`src/rtl/sevenseg_scan_driver_if.sv`:
```
// Digit-value and display-pin bundle for the seven-segment scan driver.
// master: upstream digit source; slave: the scan driver itself.
interface sevenseg_scan_driver_if;
  logic [15:0] digits_in;
  logic [3:0]  blink_mask;
  logic        colon_en;
  logic [6:0]  seg_n;
  logic [3:0]  an_n;
  logic        dp_n;
  logic        frame_start;

  modport master (
    output digits_in, blink_mask, colon_en,
    input  seg_n, an_n, dp_n, frame_start
  );

  modport slave (
    input  digits_in, blink_mask, colon_en,
    output seg_n, an_n, dp_n, frame_start
  );
endinterface

```
`src/rtl/sevenseg_scan_driver.sv`:
```
// 4-digit common-anode seven-segment scanner with dead time, per-digit blink and colon dp.
// Optional macro LEADING_ZERO_BLANK_EN: blank the hours-tens digit when it is zero.
module sevenseg_scan_driver #(
  parameter int CLK_HZ      = 50_000_000,
  parameter int REFRESH_HZ  = 1000,
  parameter int DEAD_CYCLES = 16,
  parameter int BLINK_HZ    = 2
) (
  input  logic                  clk,
  input  logic                  rst_n,
  sevenseg_scan_driver_if.slave bus
);
  localparam int SLOT_CYCLES = CLK_HZ / REFRESH_HZ;
  localparam int BLINK_HALF  = CLK_HZ / (2 * BLINK_HZ);
  localparam int CNT_W       = (SLOT_CYCLES > 1) ? $clog2(SLOT_CYCLES) : 1;
  localparam int BCNT_W      = (BLINK_HALF > 1) ? $clog2(BLINK_HALF) : 1;

  localparam logic [CNT_W-1:0]  SLOT_LAST  = CNT_W'(SLOT_CYCLES - 1);
  localparam logic [CNT_W-1:0]  DEAD_END   = CNT_W'(DEAD_CYCLES);
  localparam logic [BCNT_W-1:0] BLINK_LAST = BCNT_W'(BLINK_HALF - 1);

  generate
    if (DEAD_CYCLES < 0 || DEAD_CYCLES >= SLOT_CYCLES) begin : g_bad_dead_cycles
      $error("DEAD_CYCLES must be smaller than CLK_HZ/REFRESH_HZ");
    end
  endgenerate

  typedef enum logic {S_DEAD, S_ON} state_e;

  state_e              state_q, state_d;
  logic                started_q, started_d;
  logic [CNT_W-1:0]    cnt_q, cnt_d;
  logic [1:0]          idx_q, idx_d;
  logic [BCNT_W-1:0]   bcnt_q, bcnt_d;
  logic                blink_off_q, blink_off_d;
  logic [15:0]         snap_digits_q, snap_digits_d;
  logic [3:0]          snap_mask_q, snap_mask_d;
  logic                snap_colon_q, snap_colon_d;
  logic [6:0]          seg_n_q, seg_n_d;
  logic [3:0]          an_n_q, an_n_d;
  logic                dp_n_q, dp_n_d;
  logic                frame_start_q, frame_start_d;
  logic                slot_wrap;
  logic                take_snap;
  logic                blank;
  logic [3:0]          cur_digit;

  function automatic logic [6:0] seg_decode(input logic [3:0] d);
    logic [6:0] s;
    case (d)
      4'd0:    s = 7'h40;
      4'd1:    s = 7'h79;
      4'd2:    s = 7'h24;
      4'd3:    s = 7'h30;
      4'd4:    s = 7'h19;
      4'd5:    s = 7'h12;
      4'd6:    s = 7'h02;
      4'd7:    s = 7'h78;
      4'd8:    s = 7'h00;
      4'd9:    s = 7'h10;
      default: s = 7'h3F;
    endcase
    return s;
  endfunction

  // Slot/digit counters and frame snapshot; the first clock after reset starts a frame.
  always_comb begin
    started_d     = 1'b1;
    cnt_d         = cnt_q;
    idx_d         = idx_q;
    slot_wrap     = 1'b0;
    take_snap     = 1'b0;
    snap_digits_d = snap_digits_q;
    snap_mask_d   = snap_mask_q;
    snap_colon_d  = snap_colon_q;
    frame_start_d = 1'b0;
    if (!started_q) begin
      cnt_d     = '0;
      idx_d     = 2'd0;
      take_snap = 1'b1;
    end else if (cnt_q == SLOT_LAST) begin
      slot_wrap = 1'b1;
      cnt_d     = '0;
      idx_d     = idx_q + 2'd1;
      take_snap = (idx_q == 2'd3);
    end else begin
      cnt_d = cnt_q + CNT_W'(1);
    end
    if (take_snap) begin
      snap_digits_d = bus.digits_in;
      snap_mask_d   = bus.blink_mask;
      snap_colon_d  = bus.colon_en;
      frame_start_d = 1'b1;
    end
  end

  always_comb begin
    bcnt_d      = bcnt_q + BCNT_W'(1);
    blink_off_d = blink_off_q;
    if (bcnt_q == BLINK_LAST) begin
      bcnt_d      = '0;
      blink_off_d = ~blink_off_q;
    end
  end

  always_comb begin
    state_d = state_q;
    case (state_q)
      S_DEAD:  if (cnt_d == DEAD_END) state_d = S_ON;
      S_ON:    if (slot_wrap && DEAD_CYCLES != 0) state_d = S_DEAD;
      default: state_d = S_DEAD;
    endcase
  end

  // Outputs are computed from next-state so pins change together with the scan state.
  always_comb begin
    cur_digit = snap_digits_d[{idx_d, 2'b00} +: 4];
    blank     = (state_d == S_DEAD) || (blink_off_d && snap_mask_d[idx_d]);
`ifdef LEADING_ZERO_BLANK_EN
    if (idx_d == 2'd3 && cur_digit == 4'd0) blank = 1'b1;
`endif
    an_n_d  = blank ? 4'hF : ~(4'b0001 << idx_d);
    seg_n_d = blank ? 7'h7F : seg_decode(cur_digit);
    dp_n_d  = blank | ~((idx_d == 2'd2) & snap_colon_d);
  end

  always_ff @(posedge clk or negedge rst_n) begin
    if (!rst_n) begin
      state_q       <= S_DEAD;
      started_q     <= 1'b0;
      cnt_q         <= '0;
      idx_q         <= 2'd0;
      bcnt_q        <= '0;
      blink_off_q   <= 1'b0;
      snap_digits_q <= 16'h0000;
      snap_mask_q   <= 4'h0;
      snap_colon_q  <= 1'b0;
      seg_n_q       <= 7'h7F;
      an_n_q        <= 4'hF;
      dp_n_q        <= 1'b1;
      frame_start_q <= 1'b0;
    end else begin
      state_q       <= state_d;
      started_q     <= started_d;
      cnt_q         <= cnt_d;
      idx_q         <= idx_d;
      bcnt_q        <= bcnt_d;
      blink_off_q   <= blink_off_d;
      snap_digits_q <= snap_digits_d;
      snap_mask_q   <= snap_mask_d;
      snap_colon_q  <= snap_colon_d;
      seg_n_q       <= seg_n_d;
      an_n_q        <= an_n_d;
      dp_n_q        <= dp_n_d;
      frame_start_q <= frame_start_d;
    end
  end

  assign bus.seg_n       = seg_n_q;
  assign bus.an_n        = an_n_q;
  assign bus.dp_n        = dp_n_q;
  assign bus.frame_start = frame_start_q;

endmodule
```
`src/flat_wrapper.sv`:
```
// flat-port wrapper written by rule: the top's interface ports become plain ports
module sevenseg_scan_driver_flat 
#(
  parameter int CLK_HZ      = 50_000_000,
  parameter int REFRESH_HZ  = 1000,
  parameter int DEAD_CYCLES = 16,
  parameter int BLINK_HZ    = 2
)
  (clk, rst_n, bus_digits_in, bus_blink_mask, bus_colon_en, bus_seg_n, bus_an_n, bus_dp_n, bus_frame_start);
  sevenseg_scan_driver_if bus_i ();
  input  logic clk;
  input  logic rst_n;
  input wire logic [$bits(bus_i.digits_in)-1:0] bus_digits_in;
  input wire logic [$bits(bus_i.blink_mask)-1:0] bus_blink_mask;
  input wire logic [$bits(bus_i.colon_en)-1:0] bus_colon_en;
  output wire logic [$bits(bus_i.seg_n)-1:0] bus_seg_n;
  output wire logic [$bits(bus_i.an_n)-1:0] bus_an_n;
  output wire logic [$bits(bus_i.dp_n)-1:0] bus_dp_n;
  output wire logic [$bits(bus_i.frame_start)-1:0] bus_frame_start;
  assign bus_i.digits_in = bus_digits_in;
  assign bus_i.blink_mask = bus_blink_mask;
  assign bus_i.colon_en = bus_colon_en;
  assign bus_seg_n = bus_i.seg_n;
  assign bus_an_n = bus_i.an_n;
  assign bus_dp_n = bus_i.dp_n;
  assign bus_frame_start = bus_i.frame_start;
  sevenseg_scan_driver #(.CLK_HZ(CLK_HZ), .REFRESH_HZ(REFRESH_HZ), .DEAD_CYCLES(DEAD_CYCLES), .BLINK_HZ(BLINK_HZ)) u_core (.clk(clk), .rst_n(rst_n), .bus(bus_i));
endmodule
```
`config.mk`:
```
export PLATFORM = sky130hd
export DESIGN_NAME = sevenseg_scan_driver_flat
export DESIGN_NICKNAME = d
export VERILOG_FILES = /design/src/rtl/sevenseg_scan_driver_if.sv /design/src/rtl/sevenseg_scan_driver.sv /design/src/flat_wrapper.sv
export SDC_FILE = /design/constraint.sdc
export NUM_CORES = 1
export LEC_CHECK = 0
export CAP_MARGIN = 20
export CORE_UTILIZATION = 58
export DETAILED_ROUTE_END_ITERATION = 8
export PLACE_DENSITY = 0.79
export SLEW_MARGIN = 20
export SYNTH_ARGS = -nofsm -noshare
export SYNTH_HDL_FRONTEND = slang
export SYNTH_SLANG_ARGS = --single-unit
```
`constraint.sdc`:
```
create_clock -name clk -period 6.5 [get_ports clk]
set_input_delay 0.975 -clock clk [delete_from_list [all_inputs] [get_ports clk]]
set_output_delay 0.975 -clock clk [all_outputs]
set_load 0.03 [all_outputs]
```
==> results of run 1 <==
## report_power, final
| part | leakage (nW) | switching [mW] | internal (mW) | total [mW] |
|---|---|---|---|---|
| Clock | 0.104 | 0.169 | 0.199 | 0.368 |
| Combinational | 0.864 | 0.0451 | 0.0397 | 0.0847 |
| Sequential | 0.996 | 0.00922 | 0.506 | 0.516 |
| Total | 1.96 | 0.223 | 0.745 | 0.968 |
## layer usage
layer,part of all wire (%),vias to the layer above
li1,-,1527
met1,46,1494
met2,49,59
met3,3.2,11
met4,1.9,0
met5,0,-
## worst min path at each step
stage                     cells past startpoint              from  slack [ns]                to
final                                         1  u_core.bcnt_q[0]        0.49  u_core.bcnt_q[0]
after global routing                          1  u_core.bcnt_q[4]        0.51  u_core.bcnt_q[4]
after CTS                                     1  u_core.bcnt_q[0]        0.49  u_core.bcnt_q[0]
after detailed placement                      1  u_core.bcnt_q[4]        0.47  u_core.bcnt_q[4]
after global placement                        1  u_core.bcnt_q[4]        0.46  u_core.bcnt_q[4]
after floorplan                               1  u_core.bcnt_q[4]        0.45  u_core.bcnt_q[4]
## cell type report
type                            instances  share of cell area [%]
Timing Repair Buffer                   37                   7.556
Inverter                               12                  0.9380
Sequential cell                        79                   41.48
Multi-Input combinational cell        305                   43.30
Tap cell                               96                   2.501
Clock buffer                           13                   3.309
Clock inverter                          3                  0.9119
## placed cells by master, fill, tap and decap left out, drive strengths merged, types with 3 or more instances in the layout
cell type,n
a21oi,8
ha,9
and3,9
mux2,21
mux2i,7
nand2,38
o21ai,17
xnor2,20
xor2,20
o22ai,5
dfrtp,67
or4,5
nand3,24
clkdlybuf4s50,34
inv,12
nor2,46
nor3,11
and2,5
or3,4
dfstp,12
buf,3
nor4,4
nor3b,4
clkbuf,13
nand4,11
## kinds of logic after synthesis
family	synth area share, %
buffers and inverters	2.895
AOI/OAI and AO/OA	9.998
xor gates and xnor gates	8.356
and+or+nand+nor	20.86
muxes	7.610
DFF	47.51
adders and majority gates	2.686
other	0.08944
## per-stage QoR
| stage | power [mW] | hold WS (ns) | cell area (µm²) | util (%) |
|---|---|---|---|---|
| after floorplan | 0.5720 | 0.4461 | 4193 | - |
| after global placement | 0.6067 | 0.4629 | 4599 | 66.59 |
| after detailed placement | 0.6100 | 0.4746 | 4599 | 66.59 |
| after CTS | 0.9782 | 0.4905 | 4802 | 69.53 |
| after global routing | 1.009 | 0.5110 | 4802 | 69.53 |
| final | 0.9682 | 0.4877 | 4802 | 69.53 |
## state kept, by name, summed over array words and instances (netlist names)
register	cells
u_core.bcnt_q	24
u_core.cnt_q	16
u_core.snap_digits_q	16
u_core.bus.seg_n	7
u_core.bus.an_n	4
u_core.snap_mask_q	4
u_core.idx_q	2
u_core.blink_off_q	1
u_core.bus.dp_n	1
u_core.bus.frame_start	1
u_core.snap_colon_q	1
u_core.started_q	1
u_core.state_q	1
==> flow_summary_export.csv, run 1 <==
group,metric,value,unit
status,status,"completed",
sta,clock.fmax,0.2473,GHz
grt,grt_use_met2,37.72,%
layout,final.fill_count,535,
worst_setup_path,crit_family,"simple AND/OR/NAND/NOR gates",
synthesis,synthCells,413,
cts,postCtsResizedCells,0,
sta,fin_crit,4.044,ns
cts,cts_sinks,79,
run,drv_cap,0,
worst_setup_path,cpMaxStageDelayCell,"or4_1",
cts,htree_levels,3,
cts,post-cts-setup-buffers,0,
floorplan,die_w,87.03,µm
sta,hold_violations,0,
cts,clk_pin_slew,0.08,ns
synthesis,synthTopCellsByArea,"dfrtp_1 40%, dfstp_2 7.5%, mux2_2 5.4%",
placed_design,hpwl,5.649,mm
grt,grt_pass1_vias,3001,
route,first_pass_iters,5,
grt,grt_pass1_wl,13.86,mm
layout,regArea,1992,µm²
synthesis,yosysTopAreaCellShare,39.99,%
cts,ctsRootBufferMaster,"clkbuf_8",
worst_setup_path,rr_worst_depth,12,
placed_design,dp.cells,529,
synthesis,postSynth.asyncResetShare,100.0,%
route,vias,3091,
sta,finClkSkew,0.01254,ns
route,drc_errors,0,
cts,cts_hold_buffers,0,
cts,clockBufferDepth,2,
cts,cts_tree,"yes",
synthesis,synth_edf_count,0,
grt,overflow,0,
worst_setup_path,cpPeakStageDelay,0.70,ns
worst_setup_path,critPathLaunchType,"register",
synthesis,ys_types,64,
worst_setup_path,cp-endpoint,"u_core.bus.seg_n[5]",
grt,met1_usage,32.12,%
worst_setup_path,r2r-start,"u_core.cnt_q[10]",
cts,cts_buffers,9,
sta,relSlewSlack,36.16,%
grt,grt_max_degree,80,
synthesis,synth.net_count,445,
floorplan,die_area,7573,µm²
synthesis,synthFlopType,"dfrtp_1",
worst_setup_path,r2r_slack,2.46,ns
pwr,leakage,1.963,nW
route,post_drt_via_cell_ratio,5.672,
floorplan,core_area,6907,µm²
sta,setup_violations,0,
floorplan,start_util,60.71,%
worst_setup_path,r2r-end,"u_core.bus.seg_n[5]",
layout,area_growth,14.53,%
placed_design,gp_congestion,0.8215,
worst_setup_path,end_kind,"register",
sta,rsz0062_at_grt,"false",
floorplan,die_h,87.03,µm
layout,diodes,0,
synthesis,synth_top_area_cell,"dfrtp_1",
route,first_iter_violations,172,
hold_path,hold_class,"register to register",
synthesis,synth_area_per_cell,10.15,µm²
worst_setup_path,path_cells,"or4_4, or4_1, o21ai_2, buf_4, mux2_2, mux2_2, mux2i_4, ha_1, inv_1, or3_1, o21ai_1, o21ai_1",
worst_setup_path,crit_path_max_fanout,27,
layout,drive_gt1_share,14.70,%
worst_setup_path,critPathBufInv,2,
worst_setup_path,crit_arrival,4.29,ns
sta,period_share,62.22,%
route,wire_per_inst,14.63,µm
pwr,peakVddDrop,0.1289,mV
worst_setup_path,crit_start,"u_core.cnt_q[10]",
worst_setup_path,crit_cells,12,
synthesis,synth_most_common_cell,"dfrtp_1",
cts,worstSkewPairLatency,0.34,ns
grt,grt.total_usage,23.65,%
sta,tightest_slew,0.9576,ns
synthesis,ys_top_cells_by_count,"67 x dfrtp_1, 46 x nor2_1, 37 x nand2_1",
layout,multi_input_area,2079,µm²
floorplan,fp-row-count,30,
synthesis,seq_area_frac_synth,47.51,%
pwr,powerDensity,201.6,nW/µm²
grt,use_met3,4.265,%
route,wirelength,7.973,mm
synthesis,syn-cell-area,4193,µm²
synthesis,yosys_warnings,0,
worst_setup_path,cp.required,6.75,ns
placed_design,place_ws,2.467,ns
sta,maxSlewViolCount,0,
sta,setup_tns,0,ns
grt,top_usage_layer,"met2",
floorplan,io_pins,36,
route,ant_nets,0,
layout,fin_nets,476,
placed_design,portBuffers,35,
sta,fin_ws,2.456,ns
grt,antenna_found_initial,0,
layout,layout.cells.non_filler,545,
synthesis,ys_ff_latch,79,
worst_setup_path,crit_type,"register to register",
No activity file was read; power rests on OpenSTA's default activity.
==> run 2, diff against run 1 <==
--- a/config.mk
+++ b/config.mk
@@ -6,9 +6,9 @@
 export NUM_CORES = 1
 export LEC_CHECK = 0
 export CAP_MARGIN = 20
-export CORE_UTILIZATION = 58
+export CORE_UTILIZATION = 52
 export DETAILED_ROUTE_END_ITERATION = 8
-export PLACE_DENSITY = 0.79
+export PLACE_DENSITY = 0.75
 export SLEW_MARGIN = 20
 export SYNTH_ARGS = -nofsm -noshare
 export SYNTH_HDL_FRONTEND = slang
==> constraint.sdc (replaced) <==
create_clock -name clk -period 3.5 [get_ports clk]
set_input_delay 0.525 -clock clk [delete_from_list [all_inputs] [get_ports clk]]
set_output_delay 0.525 -clock clk [all_outputs]
set_load 0.03 [all_outputs]
==> run 2 against run 1 <==
Cell area increased by 4.0%. Sequential share of layout area is 1.6 points lower. Power rose by 87%. Worst hold slack got worse by 0.18 ns. Maximum frequency rose by 21%. Non-clock buffer count rose by 20. First-iteration DRC count is 19% lower. Count of clock-buffer cells in the layout decreased by 1. Setup slack got worse by 2.3 ns. Clock power up 88%. Global-route usage decreased by 0.82 points. Largest cell class unchanged.
==> flow_summary_export.csv, run 2 (synthesized netlist as in run 1, its figures left out) <==
group,metric,value,unit
sta,fin_hold_ws,0.3058,ns
worst_setup_path,cpMaxStageDelayCell,"or4_4",
floorplan,die_area,8426,µm²
route,vias,3199,
route,wire_per_inst,15.00,µm
layout,drive_gt1_share,19.62,%
worst_setup_path,crit_family,"simple AND/OR/NAND/NOR gates",
layout,fin_util,64.27,%
worst_setup_path,end_kind,"register",
worst_setup_path,crit_arrival,3.62,ns
placed_design,hpwl,6.171,mm
cts,htree_levels,3,
sta,hold_violations,0,
route,drc_errors,0,
pwr,p_sw_share,24.72,%
floorplan,start_util,53.98,%
cts,post-cts-setup-buffers,0,
layout,largest_reg_flops,24,
pwr,p_clk_share,38.0,%
worst_setup_path,crit_path_max_fanout,6,
worst_setup_path,cpPeakStageDelay,0.54,ns
layout,largest-register,"u_core.bcnt_q",
floorplan,die_w,91.80,µm
cts,postCtsResizedCells,0,
worst_setup_path,r2r_slack,0.14,ns
route,first_iter_violations,139,
cts,cts_sinks,79,
placed_design,dp.cells,555,
layout,final_cell_mix,"66 x dfrtp_1, 46 x nor2_1, 37 x nand2_1",
layout,layout.cells.non_filler,571,
worst_setup_path,cp.required,3.77,ns
sta,setup_tns,0,ns
route,wirelength,8.566,mm
pwr,leakage,2.077,nW
pwr,peakVddDrop,0.2053,mV
pwr,p_comb_share,9.2,%
cts,ctsRootBufferMaster,"clkbuf_8",
route,first_pass_iters,4,
floorplan,fp-row-count,32,
layout,diodes,0,
sta,relSlewSlack,35.87,%
sta,rsz0062_at_grt,"false",
cts,clk_pin_slew,0.09,ns
status,status,"completed",
worst_setup_path,crit_type,"register to register",
grt,grt_pass1_wl,15.04,mm
worst_setup_path,critPathLaunchType,"register",
floorplan,io_pins,36,
sta,period_share,95.88,%
route,post_drt_via_cell_ratio,5.602,
placed_design,portBuffers,35,
route,ant_nets,0,
sta,finClkSkew,0.01008,ns
sta,clock.fmax,0.2980,GHz
run,drv_cap,0,
grt,grt.total_usage,22.83,%
sta,tightest_slew,0.9620,ns
cts,cts_buffers,9,
sta,maxSlewViolCount,0,
grt,grt_pass1_vias,3200,
layout,area_growth,19.07,%
pwr,p_sw,0.4488,mW
sta,fin_crit,3.356,ns
grt,overflow,0,
floorplan,core_area,7767,µm²
worst_setup_path,rr_worst_depth,11,
layout,fin_nets,496,
sta,setup_violations,0,
worst_setup_path,crit_start,"u_core.cnt_q[12]",
cts,cts_hold_buffers,0,
placed_design,gp_congestion,0.8679,
grt,antenna_found_initial,0,
hold_path,hold_class,"input pin to asynchronous set/reset pin",
cts,worstSkewPairLatency,0.35,ns
floorplan,die_h,91.80,µm
grt,grt_max_degree,80,
layout,top_regs,"u_core.bcnt_q: 24 flops, u_core.cnt_q: 16 flops, u_core.snap_digits_q: 16 flops",
worst_setup_path,r2r-start,"u_core.cnt_q[12]",
pwr,powerDensity,363.6,nW/µm²
layout,final_common_cell,"dfrtp_1",
cts,cts_tree,"yes",
worst_setup_path,path_cells,"or4_4, or4_4, o21ai_4, mux2_4, mux2_2, mux2i_4, ha_2, inv_1, or3_1, o21ai_1, o21ai_1",
pwr,p_int,1.367,mW
pwr,seqPwrFrac,52.8,%
cts,clockBufferDepth,2,
worst_setup_path,r2r-end,"u_core.bus.seg_n[5]",
worst_setup_path,critPathBufInv,1,
run 2: cell types whose count changed in the layout (fill, tap and decap cells not counted), moves of 2 or more:
cell | before | now
mux2_4 | 0 | 2
buf_4 | 3 | 23
clkbuf_1 | 2 | 0
mux2_2 | 20 | 18
inv_6 | 0 | 3
run 2: how the worst max path moves through the flow:
stage,slack (ns),to,cells after the start
6_report,0.14,u_core.bus.seg_n[5],11
5_1_grt,0.006,u_core.bus.seg_n[5],11
4_1_cts,0.10,u_core.bus.seg_n[5],11
3_5_place_dp,0.13,u_core.bus.seg_n[5],11
3_3_place_gp,0.19,u_core.bus.seg_n[5],11
2_1_floorplan,0.03,u_core.bus.seg_n[5],13
run 2: layer usage:
metal | up-vias | global-route usage (%) | part of all wire, % | wire (µm)
li1 | 1571 | - | - | -
met1 | 1542 | 31.02 | 46 | 3952
met2 | 67 | 36.84 | 48 | 4129
met3 | 19 | 2.570 | 3.0 | 255
met4 | 0 | 10.68 | 2.7 | 228
met5 | - | 0 | 0 | 0
run 2: area by class of cell:
| cell class | instances | area, µm² |
|---|---|---|
| fillers | 628 | 2775 |
| multi-input cells | 305 | 2106 |
| flip-flops and latches | 79 | 1993 |
| repair buffers | 57 | 513.0 |
| clock buffers | 12 | 176.4 |
| well taps | 102 | 127.6 |
| inverters | 12 | 45.04 |
| clock inverters | 4 | 31.28 |
run 2: metrics by stage:
step,area (µm²),total power [mW],setup WS (ns)
after floorplan,4223,1.065,0.03264
after global placement,4778,1.136,0.1857
after detailed placement,4778,1.143,0.1299
after CTS,4986,1.832,0.1004
after global routing,4992,1.893,0.006355
final,4992,1.815,0.1442
run 2: power by group through the flow:
| stage | Sequential [mW] | Clock [mW] | Combinational (mW) |
|---|---|---|---|
| 2_1_floorplan | 0.970 | 0 | 0.0947 |
| 5_1_grt | 0.961 | 0.746 | 0.186 |
| 6_report | 0.958 | 0.691 | 0.167 |
| 4_1_cts | 0.958 | 0.706 | 0.169 |
| 3_3_place_gp | 0.973 | 0 | 0.162 |
| 3_5_place_dp | 0.975 | 0 | 0.168 |
run 2: worst reg2reg max path: stages, from the launching register on:
cell and delay (ns):
dfrtp_2 0.45, or4_4 0.54, or4_4 0.46, o21ai_4 0.21, mux2_4 0.33, mux2_2 0.29, mux2i_4 0.22, ha_2 0.23
inv_1 0.04, or3_1 0.35, o21ai_1 0.08, o21ai_1 0.08
==> run 3, diff against run 2 <==
--- a/config.mk
+++ b/config.mk
@@ -7,8 +7,10 @@
 export LEC_CHECK = 0
 export CAP_MARGIN = 20
 export CORE_UTILIZATION = 52
+export CTS_CLUSTER_DIAMETER = 100
 export DETAILED_ROUTE_END_ITERATION = 8
 export PLACE_DENSITY = 0.75
+export SKIP_CTS_REPAIR_TIMING = 1
 export SLEW_MARGIN = 20
 export SYNTH_ARGS = -nofsm -noshare
 export SYNTH_HDL_FRONTEND = slang
==> results of run 3 <==
Final layout, timing and power as in run 2 (identical DEF).
==> RTL edit 1, RTL diff (config.mk and constraints of run 1) <==
Add a define of `LEADING_ZERO_BLANK_EN`.
--- a/src/rtl/sevenseg_scan_driver.sv
+++ b/src/rtl/sevenseg_scan_driver.sv
@@ -2,2 +2,4 @@
 // Optional macro LEADING_ZERO_BLANK_EN: blank the hours-tens digit when it is zero.
+`define LEADING_ZERO_BLANK_EN
+
 module sevenseg_scan_driver #(
Formal check against the unedited RTL: no difference found for any inputs over 10 cycles, from zero or initial values and one cycle with rst_n low; that may be too few to reach the edited logic, so the function may still have changed.
==> RTL edit 1 against run 1 <==
Sequential power hardly changed. Cell area is 2.2% lower. Synthesized cell count is 4.8% lower. Setup slack better by 0.21 ns. Wire length is 3.4% lower. Largest cell class is now flip-flops and latches. Sequential cell count stayed put. Critical path type unchanged. Non-clock buffer count stayed put. Via count is 5.5% lower. Clock power is 8.2% lower. Synthesized area is 1.7% lower. Total power is 3.1% lower. Highest routed layer unchanged.
==> RTL edit 1: results <==
drt:
  drtIter0Drc: 234
  drt-pass1-iter-count: 4
  drt-met1-wl_um: 3500
  met2_length_um: 3800
  vias: 2922
  wl_per_cell_um: 14.7
  route.met3.wl_um: 263
final_layout:
  layout-drive-gt1-share_pct: 14.0
  diodes: 0
  layout.nets: 454
  layout.cells.non_filler: 524
clock_network:
  clk_latency_ns: 0.34
  htreeDepth: 3
worst_hold_path:
  holdPathEnd: "u_core.blink_off_q$_DFF_PN0_"
  min-delay-path-class: "reg -> reg"
grt:
  track_usage_pct: 22.8
  grt_first_pass_wirelength_um: 13200
pwr:
  ir_drop_mv: 0.126
  intPower_uw: 709
  pwr-share-seq_pct: 55.0
  power.leakage_uw: 0.00210
yosys:
  synth_cell_types: 60
  muxShareOfSynthArea_pct: 9.51
  synth.avg_cell_area_um2: 10.5
  synth_fa_ha_area_share_pct: 2.43
  yosys-top-cells-count: "dfrtp_1 (67), nor2_1 (45), nand2_1 (32)"
  ys_seq_area_share_pct: 48.3
  synth_xor_area_share_pct: 7.65
  synth_compound_area_share_pct: 10.3
  syn_nets: 424
  yosys-top-cells-area: "dfrtp_1 (41%), dfstp_2 (7.7%), xor2_1 (5.7%)"
  synth_ff_type: "dfrtp_1"
sta:
  relSlewSlack_pct: 36.4
  fmaxAchievable_mhz: 261
  skew_ns: 0.00684
run_status:
  outcome: "complete, no violations"
setup_path:
  crit_path_start: "u_core.cnt_q[0]$_DFF_PN0_"
  cp-end-kind: "flip-flop"
  r2r-end: "u_core.bus.seg_n[6]$_DFF_PN1_"
  cp.arrival_ns: 4.08
  max_stage_delay_ns: 0.83
place:
  hpwl_um: 5410
  dpl.cell_count: 508
  routabilityCongestion: 0.849
  pre_cts_ws_ns: 2.70
-- RTL edit 1: changes by cell type in the layout (fill, tap and decap cells not counted), moves of 5 or more --
cell | run 1 | this run
a2111oi_0 | 1 | 6
nor3_1 | 11 | 3
o21ai_1 | 10 | 2
xor2_1 | 20 | 27
xnor2_1 | 20 | 9
nand2_1 | 37 | 32
a21boi_0 | 1 | 6
a21o_1 | 0 | 6
mux2i_1 | 6 | 17
o21ai_0 | 6 | 11
-- RTL edit 1: per-layer routing --
metal,track usage [%],up-vias
met5,0,-
met4,9.24,0
met3,5.14,10
met2,36.6,58
met1,30.0,1418
li1,-,1436
-- RTL edit 1: final cells by class --
| type | instances | area (um2) |
|---|---|---|
| inverter | 13 | 48.8 |
| sequential | 79 | 1990 |
| multi-input combinational | 283 | 1990 |
| tap | 96 | 120 |
| clock inverter | 5 | 28.8 |
| timing repair buffer | 37 | 367 |
| fill | 554 | 2130 |
| clock buffer | 11 | 153 |
-- RTL edit 1: cell families after synthesis --
| group | count (synthesis) |
|---|---|
| other cells | 1 |
| fa+ha+maj | 8 |
| flops | 79 |
| xor+xnor | 36 |
| mux | 36 |
| buf+inv | 31 |
| compound gates | 57 |
| simple gates | 145 |
-- RTL edit 1: power groups by stage --
stage	clock network [uW]	logic [uW]	registers, uW
detailed placement	0	84.7	525
global route	368	94.9	518
finish	338	84.2	516
CTS	347	84.9	516
floorplan	0	52.1	522
global placement	0	83.0	525
-- RTL edit 1: metrics by stage --
step / hold slack [ns] / power, uW / area, um2
6_report: 0.460 / 938 / 4700
4_1_cts: 0.465 / 947 / 4690
5_1_grt: 0.491 / 981 / 4700
3_3_place_gp: 0.452 / 608 / 4510
3_5_place_dp: 0.453 / 610 / 4510
2_1_floorplan: 0.436 / 574 / 4120
==> RTL edit 2, RTL diff (settings of run 1) <==
Without the edit above. Reset style: synchronous (`rst_n`), changed in one clocked block.
--- a/src/rtl/sevenseg_scan_driver.sv
+++ b/src/rtl/sevenseg_scan_driver.sv
@@ -126,3 +126,3 @@
 
-  always_ff @(posedge clk or negedge rst_n) begin
+  always_ff @(posedge clk) begin
     if (!rst_n) begin
Check against the original RTL: differs if rst_n is asserted again (counterexample within 4 cycles, from zero or initial values and one cycle with rst_n low); with rst_n held inactive, the same outputs for 10 cycles.
==> RTL edit 2 against run 1 <==
Synthesized cell count shrank 2.4%. Global-route usage shrank 1.1 points. Total power fell by 0.70%. Via count fell by 9.3%. Largest power group unchanged. Maximum frequency is 7.3% higher. Setup slack better by 0.28 ns. Non-clock buffer count is the same. Hold slack got worse by 0.027 ns. Utilization down 1.3 points. Cell area is 10% lower. Wire length fell by 11%. Sequential cell count is the same. Synthesized area is 10% lower.
==> RTL edit 2: results <==
place:
  hpwl_um: 5070
  routabilityCongestion: 0.939
  placed_area_um2: 4090
  pre_cts_ws_ns: 2.43
  dpl.cell_count: 496
pwr:
  clkPwrFrac_pct: 40.9
  power.leakage_uw: 0.00158
  pwr-share-seq_pct: 52.0
  switching_share_pct: 21.8
  p_clk_uw: 393
  ir_drop_mv: 0.132
yosys:
  yosys-top-cells-count: "dfxtp_1 (79), nor2_1 (51), mux2i_1 (37)"
  ys_seq_area_share_pct: 41.9
  synth_ff_type: "dfxtp_1"
  synth_cell_types: 49
  yosys-top-cells-area: "dfxtp_1 (42%), mux2i_1 (9.8%), nor2_1 (5.1%)"
  postSynthCellCount: 403
  async_reset_ff_share_pct: 0
  syn_nets: 434
worst_hold_path:
  holdPathEnd: "u_core.bcnt_q[0]$_SDFF_PP0_"
sta:
  fin_crit_ns: 3.77
  relSlewSlack_pct: 27.3
  skew_ns: 0.00456
  timing.hold.ws_ns: 0.461
setup_path:
  crit_fanout: 11
  crit_path_start: "u_core.cnt_q[0]$_SDFF_PN0_"
  reg2reg_depth: 9
  max_stage_delay_ns: 0.93
  critPathSlowestCell: "mux2i_1"
  crit_end: "u_core.bus.seg_n[2]$_SDFF_PP1_"
  cp_top_family: "multiplexers"
  r2r_slack_ns: 2.73
  r2r-start: "u_core.cnt_q[0]$_SDFF_PN0_"
  cp.arrival_ns: 3.97
grt:
  use_met2_pct: 37.9
  grt_pass1_vias: 2538
  antenna_found_initial: 0
  grtUsageMet3_pct: 5.27
  track_usage_pct: 22.5
  grt_first_pass_wirelength_um: 11400
drt:
  route.met3.wl_um: 302
  wirelength_um: 7080
  met2_length_um: 3440
  drt-pass1-iter-count: 4
  drt-met1-wl_um: 3230
  drtIter0Drc: 129
run_status:
  outcome: "complete, no violations"
final_layout:
  layout.cells.non_filler: 511
  fillCellCount: 525
  layout-drive-gt1-share_pct: 5.76
  synthToLayoutAreaGrowth_pct: 14.2
  layout.nets: 462
clock_network:
  path_clk_slew_ns: 0.07
  root_buffer: "clkbuf_8"
[RTL edit 2: changes by cell type in the layout (fill, tap and decap cells not counted), sizes merged, moves of 8 or more]
cell and delta:
a21oi -8, dfrtp -67, dfstp -12, dfxtp +79, mux2 -17, mux2i +30
nand2 -15, nor2b +17, o21ai -12
[RTL edit 2: cell families (layout without fill, tap and decap cells)]
| group | Yosys count | in the layout | share of synthesized area, % |
|---|---|---|---|
| simple gates | 179 | 179 | 25.8 |
| flops | 79 | 79 | 41.9 |
| mux | 41 | 41 | 11.1 |
| xor+xnor | 39 | 39 | 9.05 |
| buf+inv | 32 | 63 | 4.71 |
| compound gates | 25 | 25 | 4.71 |
| fa+ha+maj | 8 | 8 | 2.65 |
[RTL edit 2: area by class of cell]
cell class | instances | share of cell area [%]
multi-input combinational | 292 | 46.7
sequential | 79 | 36.7
timing repair buffer | 37 | 8.42
clock buffer | 11 | 3.28
tap | 77 | 2.24
clock inverter | 3 | 1.60
inverter | 12 | 1.05
